`config.mk`:
```
export PLATFORM = sky130hd
export DESIGN_NAME = uart_rx_apb_ctrl
export DESIGN_NICKNAME = d
export VERILOG_FILES = /design/src/rtl/uart_pkg.sv /design/src/rtl/uart_rx_err_sticky.sv /design/src/rtl/uart_rx_apb_ctrl.sv
export SDC_FILE = /design/constraint.sdc
export NUM_CORES = 1
export LEC_CHECK = 0
export ABC_CLOCK_PERIOD_IN_PS = 5400
export CAP_MARGIN = 40
export CELL_PAD_IN_SITES_DETAIL_PLACEMENT = 1
export CELL_PAD_IN_SITES_GLOBAL_PLACEMENT = 1
export CORE_MARGIN = 4
export CORE_UTILIZATION = 25
export CTS_CLUSTER_DIAMETER = 60
export DETAILED_ROUTE_END_ITERATION = 8
export PLACE_DENSITY_LB_ADDON = 0.05
export SYNTH_ARGS = -nofsm -noshare
export SYNTH_HDL_FRONTEND = slang
export SYNTH_SLANG_ARGS = --single-unit
```
`constraint.sdc`:
```
create_clock -name clock -period 5.4 [get_ports clock]
set_clock_uncertainty 0.05 [all_clocks]
set_input_delay 1.35 -clock clock [delete_from_list [all_inputs] [get_ports clock]]
set_output_delay 1.35 -clock clock [all_outputs]
set_load 0.005 [all_outputs]
```
`src/rtl/uart_pkg.sv`:
```
// Shared definitions for the UART receive-path APB controller: register
// offsets, CTRL/STATUS bit positions, config encodings and the APB FSM states.
package uart_pkg;

  localparam logic [1:0] REG_CTRL   = 2'd0;
  localparam logic [1:0] REG_STATUS = 2'd1;
  localparam logic [1:0] REG_DATA   = 2'd2;
  localparam logic [1:0] REG_ERRCLR = 2'd3;

  localparam int CTRL_RX_EN     = 0;
  localparam int CTRL_PARITY_LO = 1;
  localparam int CTRL_BAUD_LO   = 3;
  localparam int CTRL_IE_DATA   = 5;
  localparam int CTRL_IE_ERR    = 6;
  localparam int CTRL_W         = 7;

  localparam int STAT_EMPTY    = 0;
  localparam int STAT_FULL     = 1;
  localparam int STAT_STICKY_LO = 2;
  localparam int STICKY_W      = 6;  // STATUS[7:2]: fifo_err, line_err[2:0], overrun, underrun

  localparam logic [1:0] PARITY_NONE  = 2'b00;
  localparam logic [1:0] PARITY_ODD   = 2'b01;
  localparam logic [1:0] PARITY_EVEN  = 2'b10;
  localparam logic [1:0] PARITY_STICK = 2'b11;

  localparam logic [1:0] BAUD_2400  = 2'b00;
  localparam logic [1:0] BAUD_4800  = 2'b01;
  localparam logic [1:0] BAUD_9600  = 2'b10;
  localparam logic [1:0] BAUD_19200 = 2'b11;

  typedef enum logic [1:0] {
    S_IDLE,
    S_ACCESS,
    S_POP_WAIT
  } apb_state_e;

endpackage

```
`src/rtl/uart_rx_err_sticky.sv`:
```
// Sticky error capture with write-one-to-clear and the registered level
// interrupt. A set in the same cycle as its clear leaves the bit set.
module uart_rx_err_sticky
  import uart_pkg::*;
(
  input  logic                clock,
  input  logic                reset_n,
  input  logic                rx_en,
  input  logic                rx_done_flag,
  input  logic [2:0]          error_flag,
  input  logic                fifo_full,
  input  logic                fifo_empty,
  input  logic                fifo_err,
  input  logic                underrun_set,
  input  logic                clr_we,
  input  logic [STICKY_W-1:0] clr_mask,
  input  logic                ie_data,
  input  logic                ie_err,
  output logic [STICKY_W-1:0] sticky,
  output logic                irq
);

  logic [STICKY_W-1:0] set_vec;
  logic [STICKY_W-1:0] sticky_next;
  logic                irq_next;

  // Line errors and overrun are only meaningful while the receiver runs.
  always_comb begin
    set_vec      = '0;
    set_vec[0]   = fifo_err;
    set_vec[3:1] = (rx_en && rx_done_flag) ? error_flag : 3'b000;
    set_vec[4]   = rx_en & rx_done_flag & fifo_full;
    set_vec[5]   = underrun_set;
    sticky_next  = (sticky & ~(clr_we ? clr_mask : '0)) | set_vec;
    irq_next     = (ie_data & ~fifo_empty) | (ie_err & (|sticky));
  end

  always_ff @(posedge clock or negedge reset_n) begin
    if (!reset_n) begin
      sticky <= '0;
      irq    <= 1'b0;
    end else begin
      sticky <= sticky_next;
      irq    <= irq_next;
    end
  end

endmodule

```
`src/rtl/uart_rx_apb_ctrl.sv`:
```
// APB3 slave fronting the UART receive path: CTRL/STATUS/DATA/ERRCLR registers,
// bus-driven FIFO pops with one wait state, sticky errors and interrupt.
module uart_rx_apb_ctrl
  import uart_pkg::*;
#(
  parameter int ADDR_W = 4,
  parameter int DATA_W = 32
) (
  input  logic              clock,
  input  logic              reset_n,
  input  logic              psel,
  input  logic              penable,
  input  logic              pwrite,
  input  logic [ADDR_W-1:0] paddr,
  input  logic [DATA_W-1:0] pwdata,
  output logic [DATA_W-1:0] prdata,
  output logic              pready,
  output logic              pslverr,
  input  logic [7:0]        rx_data,
  input  logic              fifo_empty,
  input  logic              fifo_full,
  input  logic              fifo_err,
  input  logic              rx_done_flag,
  input  logic [2:0]        error_flag,
  output logic              fifo_pop,
  output logic [1:0]        parity_type,
  output logic [1:0]        baud_rate,
  output logic              rx_enable,
  output logic              irq
);

  apb_state_e          state, state_next;
  logic [CTRL_W-1:0]   ctrl;
  logic [STICKY_W-1:0] sticky;
  logic [1:0]          reg_sel;
  logic                ctrl_we, clr_we, underrun_set;
  logic                unused_bits;

  assign reg_sel     = paddr[3:2];
  assign unused_bits = ^{paddr, pwdata};

  assign rx_enable   = ctrl[CTRL_RX_EN];
  assign parity_type = ctrl[CTRL_PARITY_LO +: 2];
  assign baud_rate   = ctrl[CTRL_BAUD_LO +: 2];

  always_ff @(posedge clock or negedge reset_n) begin
    if (!reset_n) begin
      state <= S_IDLE;
      ctrl  <= '0;
    end else begin
      state <= state_next;
      if (ctrl_we) ctrl <= pwdata[CTRL_W-1:0];
    end
  end

  always_comb begin
    state_next   = state;
    pready       = 1'b0;
    pslverr      = 1'b0;
    prdata       = '0;
    fifo_pop     = 1'b0;
    ctrl_we      = 1'b0;
    clr_we       = 1'b0;
    underrun_set = 1'b0;
    case (state)
      S_IDLE: begin
        if (psel && !penable) state_next = S_ACCESS;
      end
      S_ACCESS: begin
        if (!psel) begin
          state_next = S_IDLE;
        end else if (penable) begin
          if (!pwrite && reg_sel == REG_DATA && !fifo_empty) begin
            fifo_pop   = 1'b1;
            state_next = S_POP_WAIT;
          end else begin
            pready     = 1'b1;
            state_next = S_IDLE;
            if (pwrite) begin
              case (reg_sel)
                REG_CTRL:   ctrl_we = 1'b1;
                REG_ERRCLR: clr_we  = 1'b1;
                default:    pslverr = 1'b1;
              endcase
            end else begin
              case (reg_sel)
                REG_CTRL:   prdata[CTRL_W-1:0] = ctrl;
                REG_STATUS: prdata[7:0] = {sticky, fifo_full, fifo_empty};
                REG_DATA: begin
                  pslverr      = 1'b1;
                  underrun_set = 1'b1;
                end
                default:    pslverr = 1'b1;
              endcase
            end
          end
        end
      end
      S_POP_WAIT: begin
        // A dropped psel abandons the transfer; the popped byte is discarded.
        state_next = S_IDLE;
        if (psel) begin
          pready      = 1'b1;
          prdata[7:0] = rx_data;
        end
      end
      default: state_next = S_IDLE;
    endcase
  end

  uart_rx_err_sticky u_sticky (
    .clock        (clock),
    .reset_n      (reset_n),
    .rx_en        (ctrl[CTRL_RX_EN]),
    .rx_done_flag (rx_done_flag),
    .error_flag   (error_flag),
    .fifo_full    (fifo_full),
    .fifo_empty   (fifo_empty),
    .fifo_err     (fifo_err),
    .underrun_set (underrun_set),
    .clr_we       (clr_we),
    .clr_mask     (pwdata[STAT_STICKY_LO +: STICKY_W]),
    .ie_data      (ctrl[CTRL_IE_DATA]),
    .ie_err       (ctrl[CTRL_IE_ERR]),
    .sticky       (sticky),
    .irq          (irq)
  );

endmodule

```
==> results of run 1 <==
==> state kept, by name, summed over array words and instances (netlist names) <==
register	count
state	2
u_sticky.sticky	6
ctrl	7
u_sticky.irq	1
==> logic make-up (layout without fill, tap and decap cells) <==
logic type / Yosys count / in the layout
other: 1 / 24
muxes: 7 / 7
AOI/OAI and AO/OA: 29 / 29
buffers and inverters: 32 / 55
adders and majority gates: 9 / 9
and+or+nand+nor: 33 / 33
DFF: 16 / 16
==> power breakdown <==
part / switching, W / internal (W)
registers: 0.0000372 / 0.000163
logic: 0.0000711 / 0.000118
clock network: 0.0000442 / 0.0000648
==> how the worst max path moves through the flow <==
| stage | end | start | slack (ps) |
|---|---|---|---|
| 4_1_cts | prdata[2] | paddr[2] | 590 |
| 6_report | prdata[1] | paddr[2] | 600 |
| 3_3_place_gp | prdata[0] | paddr[2] | 590 |
| 3_5_place_dp | prdata[0] | paddr[2] | 590 |
| 2_1_floorplan | prdata[0] | paddr[2] | 1790 |
| 5_1_grt | prdata[1] | paddr[2] | 500 |
==> layer usage <==
layer  up-vias  GRT usage [%]  wire [um]
li1        497              -          -
met1       535           14.8       1620
met2        43           22.1       1940
met3         4           3.16        205
met4         0           2.23         31
met5         -              0          0
==> layout by cell type, fill, tap and decap left out <==
cell type        count
nor2_1               3
and4_1               1
conb_1              24
o21ai_0              1
nand3b_1             1
o2bb2ai_1            1
mux2_4               7
clkbuf_8             4
or2b_1               1
a21boi_0             1
nand2b_1             2
a32o_1               4
a2bb2oi_1            1
and2b_2              1
o32ai_2              1
and3_1               1
ha_1                 9
o21ba_2              1
or4_1                1
o31ai_1              1
nand2_1             10
nand3_1              8
o22ai_1              1
dfrtp_1             16
a21oi_1              1
nor3_1               1
nand4bb_4            1
inv_1                5
a21o_1               1
or3b_4               1
o21ai_1              8
a22oi_1              7
clkdlybuf4s50_1     46
nand2_8              1
==> area by class of cell <==
| type | count | share of cell area [%] |
|---|---|---|
| timing repair buffer | 46 | 26.3 |
| inverter | 5 | 1.07 |
| tap | 67 | 4.78 |
| sequential | 16 | 22.8 |
| multi-input combinational | 102 | 41.9 |
| clock buffer | 4 | 3.14 |
==> stage by stage <==
| step | instance area, um2 | util [%] | hold slack, ps |
|---|---|---|---|
| 2_1_floorplan | 1360 | - | 422 |
| 5_1_grt | 1750 | 36.2 | 519 |
| 4_1_cts | 1750 | 36.2 | 487 |
| 6_report | 1750 | 36.2 | 487 |
| 3_3_place_gp | 1700 | 35.0 | 454 |
| 3_5_place_dp | 1700 | 35.0 | 468 |
==> critical path, stage by stage <==
cell and delay (ps):
clkdlybuf4s50_1 540, inv_1 100, ha_1 230, or3b_4 280, nand4bb_4 200, o21ai_1 190, clkdlybuf4s50_1 510
==> reports/metrics.yaml, run 1 <==
outcome:
  status: "completed"
synth:
  synthTopCellsByCount: "24 x buf_4, 16 x dfrtp_1, 10 x nand2_1"
  syn-cell-area_um2: 1280
  synthMuxAreaShare_pct: 8.24
  synth_top_area_share_pct: 31.4
  ys_warn_count: 0
  synthAdderAreaFrac_pct: 8.82
  synth_cell_types: 36
  synth_ff_type: "dfrtp_1"
  synth_top_family_by_area: "buffers and inverters"
  async_flop_share_pct: 100
  synth_xor_area_share_pct: 0
  ys_seq_area_share_pct: 31.4
  synth-compound-area-share_pct: 16.9
  synth-seq-cells: 16
  synth_area_leaders: "dfrtp_1 31%, buf_4 14%, ha_1 8.8%"
  avgSynthCellArea_um2: 10.0
  yosys.area_share.simple_pct: 16.6
  yosysMostFrequentCell: "buf_4"
  yosys.area.top_type: "dfrtp_1"
  synth_edf_count: 0
  netlist_instances: 127
sta:
  slew_headroom_pct: 47.3
  rsz0062_at_grt: "no"
  tightest_slew_ps: 788
  timing.setup.tns_ps: 0
  fmaxAchievable_mhz: 208
  hold_viol: 0
  drv_slew: 0
  setup_viol: 0
  worst_slack_ps: 596
  post-route-min-period_ps: 4800
  fin_crit_sh_pct: 89.0
die:
  fp.dieW_um: 79.5
  row_count: 25
  die_h_um: 79.5
  dieArea_um2: 6310
  coreArea_um2: 4850
  start_util_pct: 26.3
  io_pins: 97
placed_design:
  routabilityCongestion: 0.764
  dp_slack_ps: 591
  port_buffers: 46
  place_hpwl_um: 3020
  dp.cells: 236
worst_setup_path:
  r2r-end: "ctrl[1]$_DFFE_PN0P_"
  crit_required_ps: 4000
  cp_max_fo: 7
  crit_path_start_kind: "input pin"
  rrSetupSlack_ps: 3540
  r2r_cells: 5
  worstPathArrival_ps: 3400
  worstSetupPathType: "input pin to primary output"
  end_kind: "primary output"
  rr_startpoint: "state[1]$_DFFE_PN0P_"
finish:
  fin_nets: 239
  fill_cells: 567
  final_cell_count_no_fill: 240
  diodes: 0
  syn2layout_area_growth_pct: 37.4
  layout.area.seq_um2: 400
  multi_input_area_um2: 734
  layout-drive-gt1-share_pct: 9.83
min_path:
  hold_path_end: "u_sticky.sticky[0]$_DFF_PN0_"
  min_path_cells: 1
  min_path_type: "flip-flop to flip-flop"
  min_from: "u_sticky.sticky[0]$_DFF_PN0_"
route:
  ant_nets: 0
  drt_wl_total_um: 3800
  vias_per_cell: 4.50
  drt_iter0_drc: 52
  vias: 1079
  detail_route.first_pass.iterations: 4
  drc_errors: 0
  wire_per_inst_um: 15.8
clock_tree:
  clk_pin_slew_ps: 70
  cts_made_buffers: 3
  cts_setup_buffers: 0
  clk_path_buf_depth: 2
  ctsHoldBuffers: 0
  cts_root_buffer: "clkbuf_8"
  cts_repair_resize_count: 0
  htree_num_levels: 1
  clock_sinks: 16
  insertion_delay_ps: 250
  cts_tree: "done"
run:
  cap_violations: 0
pwr:
  p_per_area_nw_per_um2: 284
  p_total_w: 0.000498
  ir_drop_mv: 0.114
  power_leakage_nw: 0.723
global_routing:
  antenna_found_initial: 0
  grt_usage_pct: 12.3
  grt_pass1_vias: 1135
  overflow: 0
  grt_pass1_wl_um: 6020
  grt_max_degree: 17
Note: power is estimated with default switching activity, not from simulation.
==> run 2, diff against run 1 <==
Settings changed: ABC_CLOCK_PERIOD_IN_PS 5400 to 4180, CORE_MARGIN 4 to 8, CORE_UTILIZATION 25 to 21.
Clock period 5.4 ns to 4.18 ns, I/O delays scaled along.
==> run 2 against run 1 <==
Utilization down 5.9 points. Setup slack got worse by 530 ps. Sequential cell count did not move. First-iteration DRC count is 9.6% lower. Die area up 40%. Final cell count rose by 4.2%. Critical path depth unchanged. Via count is 1.9% lower. Combinational power up 30%. Global-route usage down 2.7 points. Sequential share of layout area decreased by 0.38 points. Critical endpoint is now prdata[0]. Largest cell class unchanged. Largest power group unchanged.
==> reports/metrics.yaml, run 2 (synthesis gave the netlist of run 1 again) <==
finish:
  fin_nets: 242  # +1.3%
  layout-drive-gt1-share_pct: 11.4  # +1.6 points
  layout.area.seq_um2: 400  # unchanged
  top_register: "ctrl"
  fill_cells: 695  # +23%
  largest_register_ffs: 7  # unchanged
  final_cell_mix: "43 x clkdlybuf4s50_1, 24 x conb_1, 16 x dfrtp_1"
  final_common_cell: "clkdlybuf4s50_1"
  syn2layout_area_growth_pct: 39.7
  diodes: 0  # unchanged
  utilization_pct: 30.3  # -5.9 points
  largestRegisters: "ctrl: 7 flops, u_sticky.sticky: 6 flops, state: 2 flops"
  multi_input_area_um2: 738  # +0.51%
  final_cell_count_no_fill: 250  # +4.2%
sta:
  tightest_slew_ps: 753  # -34.3 ps
  rsz0062_at_grt: "yes"
  post-route-min-period_ps: 4110
  whs_ps: 481  # -5.82 ps
  setup_viol: 0  # unchanged
  drv_slew: 0  # unchanged
  hold_viol: 0  # unchanged
  slew_headroom_pct: 49.6  # +2.3 points
  fin_crit_sh_pct: 98.4
  fmaxAchievable_mhz: 243
pwr:
  power_leakage_nw: 0.787  # +8.9%
  power.switching_w: 0.000189  # +24%
  p_total_w: 0.000618  # +24%
  power_frac_seq_pct: 41.8  # +1.6 points
  p_per_area_nw_per_um2: 347  # +22%
  p_clk_share_pct: 18.3  # -3.6 points
  p_int_w: 0.000429  # +24%
  p_sw_share_pct: 30.6  # -0.032 points
  ir_drop_mv: 0.146  # +28%
  combPwrFrac_pct: 39.8  # +1.8 points
route:
  detail_route.first_pass.iterations: 4  # unchanged
  drc_errors: 0  # unchanged
  wire_per_inst_um: 16.8  # +6.0%
  vias_per_cell: 4.24  # -5.8%
  ant_nets: 0  # unchanged
  vias: 1059  # -1.9%
  drt_iter0_drc: 47  # -9.6%
  drt_wl_total_um: 4190  # +10%
die:
  fp.dieW_um: 94.0  # +18%
  coreArea_um2: 5890  # +21%
  die_h_um: 94.0  # +18%
  row_count: 28  # +12%
  io_pins: 97  # unchanged
  dieArea_um2: 8830  # +40%
  start_util_pct: 21.7  # -4.6 points
worst_setup_path:
  crit_path_start_kind: "input pin"
  rrSetupSlack_ps: 2310  # -1230 ps
  rr_startpoint: "state[1]$_DFFE_PN0P_"
  crit_top_cell: "clkdlybuf4s50_1"
  startpoint: "paddr[2]"
  end_kind: "primary output"
  critPathTopFamily: "buffers and inverters"
  cp_max_fo: 7  # unchanged
  crit_path_cell_trace: "clkdlybuf4s50_1 > inv_1 > ha_1 > or3b_4 > nand4bb_4 > o21ai_1 > clkdlybuf4s50_1"
  slowest_stage: "clkdlybuf4s50_1"
  crit_end: "prdata[0]"
  crit_required_ps: 3080  # -920 ps
  r2r_cells: 5  # unchanged
  critical_path_buf_inv_count: 3  # unchanged
  worstSetupPathType: "input pin to primary output"
  cp.depth: 7  # unchanged
  worstPathArrival_ps: 3020  # -380 ps
  r2r-end: "ctrl[0]$_DFFE_PN0P_"
  cpPeakStageDelay_ps: 520  # -20 ps
global_routing:
  grt_usage_pct: 9.61  # -2.7 points
  grt_pass1_wl_um: 6640  # +10%
  antenna_found_initial: 0  # unchanged
  grt_max_degree: 17  # unchanged
  grt_pass1_vias: 1170  # +3.1%
  overflow: 0  # unchanged
clock_tree:
  cts_root_buffer: "clkbuf_8"
  clk_pin_slew_ps: 60  # about the same
  htree_num_levels: 1  # unchanged
  ctsHoldBuffers: 0  # unchanged
  clock_sinks: 16  # unchanged
  cts_tree: "done"
  cts_made_buffers: 3  # unchanged
  insertion_delay_ps: 240  # about the same
  clk_path_buf_depth: 2  # unchanged
run:
  cap_violations: 0  # unchanged
placed_design:
  place_hpwl_um: 3480  # +15%
  routabilityCongestion: 0.737  # -3.5%
  port_buffers: 46  # unchanged
  dp.cells: 246  # +4.2%
min_path:
  min_path_cells: 1  # unchanged
  min_path_type: "flip-flop to flip-flop"
outcome:
  status: "completed"
run 2: worst min path at each step:
stage               slack [ps]                          from                      endpoint
global route               500  u_sticky.sticky[3]$_DFF_PN0_  u_sticky.sticky[3]$_DFF_PN0_
detailed placement         470  u_sticky.sticky[4]$_DFF_PN0_  u_sticky.sticky[4]$_DFF_PN0_
floorplan                  420  u_sticky.sticky[0]$_DFF_PN0_  u_sticky.sticky[0]$_DFF_PN0_
finish                     480  u_sticky.sticky[5]$_DFF_PN0_  u_sticky.sticky[5]$_DFF_PN0_
global placement           460  u_sticky.sticky[3]$_DFF_PN0_  u_sticky.sticky[3]$_DFF_PN0_
CTS                        480  u_sticky.sticky[4]$_DFF_PN0_  u_sticky.sticky[4]$_DFF_PN0_
run 2: through the flow:
stage | cell area, um2 | setup slack, ps | TNS, ps
after global routing | 1780 | -77.0 | -231
after global placement | 1720 | 72.5 | 0
final | 1780 | 68.0 | 0
after CTS | 1760 | 31.4 | 0
after detailed placement | 1720 | 34.1 | 0
after floorplan | 1360 | 1180 | 0
run 2: power by group through the flow:
stage | clock [W] | combinational [W] | sequential (W)
4_1_cts | 0.000120 | 0.000250 | 0.000261
3_5_place_dp | 0 | 0.000248 | 0.000264
5_1_grt | 0.000126 | 0.000270 | 0.000271
6_report | 0.000113 | 0.000246 | 0.000259
2_1_floorplan | 0 | 0.000152 | 0.000249
3_3_place_gp | 0 | 0.000244 | 0.000263
run 2: what timing repair did:
action	4_1_cts	5_1_grt
setup endpoints to repair	0	7
setup buffers	0	1
hold endpoints to repair	0	0
resized for setup	0	4
run 2: cell type report:
cell class | instances | share of cell area (%)
clock buffers | 3 | 2.32
flip-flops and latches | 16 | 22.5
multi-input cells | 102 | 41.4
inverters | 5 | 1.05
well taps | 75 | 5.26
repair buffers | 49 | 27.5
run 2: worst register-to-register path: stages (launching register included):
cell and delay [ps]:
dfrtp_1 390, inv_1 120, ha_1 230, and4_1 490, nand2_8 140, mux2_4 330
run 2: layer usage:
layer	track usage, %	part of all wire [%]
met1	11.9	45
met2	16.4	50
met3	1.84	5.2
met4	2.77	0
met5	0	0
==> run 3, diff against run 2 <==
Settings changed: SYNTH_HIERARCHICAL set to 1.
==> run 3 against run 2 <==
Final cell count up 3.2%. Largest power group unchanged. Critical endpoint is now prdata[2]. Hold slack gained 1.3 ps. Combinational power down 5%. Global-route usage rose by 0.10 points.
==> reports/metrics.yaml, run 3 <==
outcome:
  status: "completed"
pwr:
  ir_drop_mv: 0.132  # -9.7%
  combPwrFrac_pct: 36.9  # -2.9 points
  p_sw_share_pct: 30.1  # -0.48 points
  p_clk_share_pct: 21.8  # +3.5 points
  power.switching_w: 0.000190  # +0.55%
  p_per_area_nw_per_um2: 351  # +1.2%
  power_leakage_nw: 0.778  # -1.2%
  p_int_w: 0.000442  # +2.8%
  power_frac_seq_pct: 41.3  # -0.5 points
finish:
  final_cell_mix: "46 x clkdlybuf4s50_1, 24 x conb_1, 16 x nand2_1, 16 x dfrtp_1, 10 x o21ai_1"
  diodes: 0  # unchanged
  largestRegisters: "ctrl: 7 flops, u_sticky/sticky: 6 flops, state: 2 flops"
  syn2layout_area_growth_pct: 43.1
  top_register: "ctrl"
  final_common_cell: "clkdlybuf4s50_1"
  largest_register_ffs: 7  # unchanged
  fin_nets: 249  # +2.9%
  layout-drive-gt1-share_pct: 12.0  # +0.59 points
  postLayoutCellArea_um2: 1800  # +0.91%
clock_tree:
  htree_num_levels: 1  # unchanged
  cts_made_buffers: 3  # unchanged
  cts_root_buffer: "clkbuf_8"
  clock_sinks: 16  # unchanged
  ctsHoldBuffers: 0  # unchanged
  clk_path_buf_depth: 2  # unchanged
  cts_tree: "done"
  insertion_delay_ps: 250  # about the same
  cts_setup_buffers: 0  # unchanged
  clk_pin_slew_ps: 60  # about the same
die:
  row_count: 28  # unchanged
  die_h_um: 93.4  # -0.61%
  io_pins: 97  # unchanged
  fp.dieW_um: 93.4  # -0.61%
  coreArea_um2: 5850  # -0.60%
  start_util_pct: 21.5  # -0.19 points
  dieArea_um2: 8720  # -1.2%
sta:
  setup_viol: 0  # unchanged
  drv_slew: 0  # unchanged
  rsz0062_at_grt: "yes"
  fmaxAchievable_mhz: 245  # +0.91%
  slew_headroom_pct: 49.5  # -0.13 points
  fin_crit_sh_pct: 97.5  # -0.88 points
  post-route-min-period_ps: 4080  # -36.9 ps
  whs_ps: 482  # +1.33 ps
  hold_viol: 0  # unchanged
  tightest_slew_ps: 755  # +1.94 ps
route:
  drc_errors: 0  # unchanged
  vias: 1068  # +0.85%
  detail_route.first_pass.iterations: 4  # unchanged
  drt_wl_total_um: 4170  # -0.67%
  vias_per_cell: 4.14  # -2.3%
  wire_per_inst_um: 16.1  # -3.7%
  ant_nets: 0  # unchanged
  drt_iter0_drc: 29  # -38%
global_routing:
  grt_max_degree: 17  # unchanged
  grt_pass1_wl_um: 6670  # +0.42%
  grt_usage_pct: 9.71  # +0.10 points
  grt_pass1_vias: 1289  # +10%
  overflow: 0  # unchanged
  antenna_found_initial: 0  # unchanged
worst_setup_path:
  crit_required_ps: 3080  # about the same
  slowest_stage: "clkdlybuf4s50_1"
  crit_top_cell: "clkdlybuf4s50_1"
  worstPathArrival_ps: 2980  # -40 ps
  cp_max_fo: 7  # unchanged
  end_kind: "primary output"
  critPathTopFamily: "buffers and inverters"
  cpPeakStageDelay_ps: 530  # about the same
  crit_path_start_kind: "input pin"
  crit_path_cell_trace: "clkdlybuf4s50_1 > inv_1 > ha_1 > nand2b_1 > o2111ai_4 > o21ai_1 > clkdlybuf4s50_1"
  worstSetupPathType: "input pin to primary output"
  critical_path_buf_inv_count: 3  # unchanged
synth:
  synth_cell_types: 29  # -19%
  yosysMostFrequentCell: "buf_4"
  netlist_instances: 133  # +4.7%
  synth-seq-cells: 16  # unchanged
  synth_ff_type: "dfrtp_1"
  synthTopCellsByCount: "29 x buf_4, 16 x dfrtp_1, 16 x nand2_1"
  async_flop_share_pct: 100  # unchanged
  synth_edf_count: 0  # unchanged
  ys_seq_area_share_pct: 31.8  # +0.47 points
  yosys.area.top_type: "dfrtp_1"
  synth_top_area_share_pct: 31.8  # +0.47 points
  avgSynthCellArea_um2: 9.45  # -5.9%
  ys_warn_count: 6  # +6
  syn-cell-area_um2: 1260  # -1.5%
  synth_area_leaders: "dfrtp_1 32%, buf_4 17%, ha_1 9.0%"
placed_design:
  place_hpwl_um: 3430  # -1.4%
  port_buffers: 46  # unchanged
  postPlaceCellArea_um2: 1730  # +0.58%
  routabilityCongestion: 0.689  # -6.5%
min_path:
  min_path_type: "flip-flop to flip-flop"
run:
  cap_violations: 0  # unchanged
## run 3: path summary, 6_finish.rpt
kind	startpoint	to	slack, ps	cells after the start
min in group asynchronous	reset_n	ctrl[5]$_DFFE_PN0P_	1190	1
worst max-delay path	paddr[2]	prdata[2]	100	7
max in group asynchronous	reset_n	ctrl[2]$_DFFE_PN0P_	2410	1
worst min-delay path	u_sticky/sticky[0]$_DFF_PN0_	u_sticky/sticky[0]$_DFF_PN0_	480	1
worst max register to register	state[1]$_DFFE_PN0P_	u_sticky/sticky[4]$_DFF_PN0_	2270	7
worst min register to register	u_sticky/sticky[0]$_DFF_PN0_	u_sticky/sticky[0]$_DFF_PN0_	480	1
## run 3: stage by stage
step                setup slack, ps  util (%)  total power [W]  setup TNS (ps)  cells
finish                          105      30.8         0.000632               0    258
global route                  -13.2      30.8         0.000685           -15.2    258
CTS                            5.98      30.8         0.000643               0    258
detailed placement            -87.5      29.6         0.000498            -258    254
global placement               7.80      29.6         0.000489               0    254
floorplan                      1210         -         0.000402               0    156
## run 3: logic make-up (layout without fill, tap and decap cells)
kind of cell,count (synthesis),count (layout),share of synthesized area (%)
compound gates,31,31,17.2
fa+ha+maj,9,9,8.96
buf+inv,36,63,19.4
flops,16,16,31.8
mux,7,7,8.36
other cells,1,24,0.298
simple gates,33,33,13.9
## run 3: routing by layer
metal	up-vias	routed length [um]	share of wire, %	track usage [%]
met5	-	0	0	0
met4	0	12	0.29	1.07
met3	2	275	6.6	3.04
met2	34	2220	53	18.5
met1	519	1660	40	10.4
li1	513	-	-	-
## run 3: area by class of cell
cell class / count / area [um2]
Clock buffer: 4 / 55.1
Fill cell: 699 / 4050
Inverter: 5 / 18.8
Multi-Input combinational cell: 104 / 711
Sequential cell: 16 / 400
Tap cell: 75 / 93.8
Timing Repair Buffer: 54 / 520
## run 3: repair_timing
action | CTS | global route
gates resized for setup | 2 | 6
pin swaps | 0 | 1
setup endpoints to repair | 5 | 8
gates cloned | 0 | 0
## run 3: power groups by stage
stage | clock network, W | logic [W] | registers, W
floorplan | 0 | 0.000155 | 0.000247
global placement | 0 | 0.000228 | 0.000261
detailed placement | 0 | 0.000234 | 0.000265
CTS | 0.000144 | 0.000237 | 0.000262
global route | 0.000152 | 0.000263 | 0.000271
finish | 0.000138 | 0.000233 | 0.000261
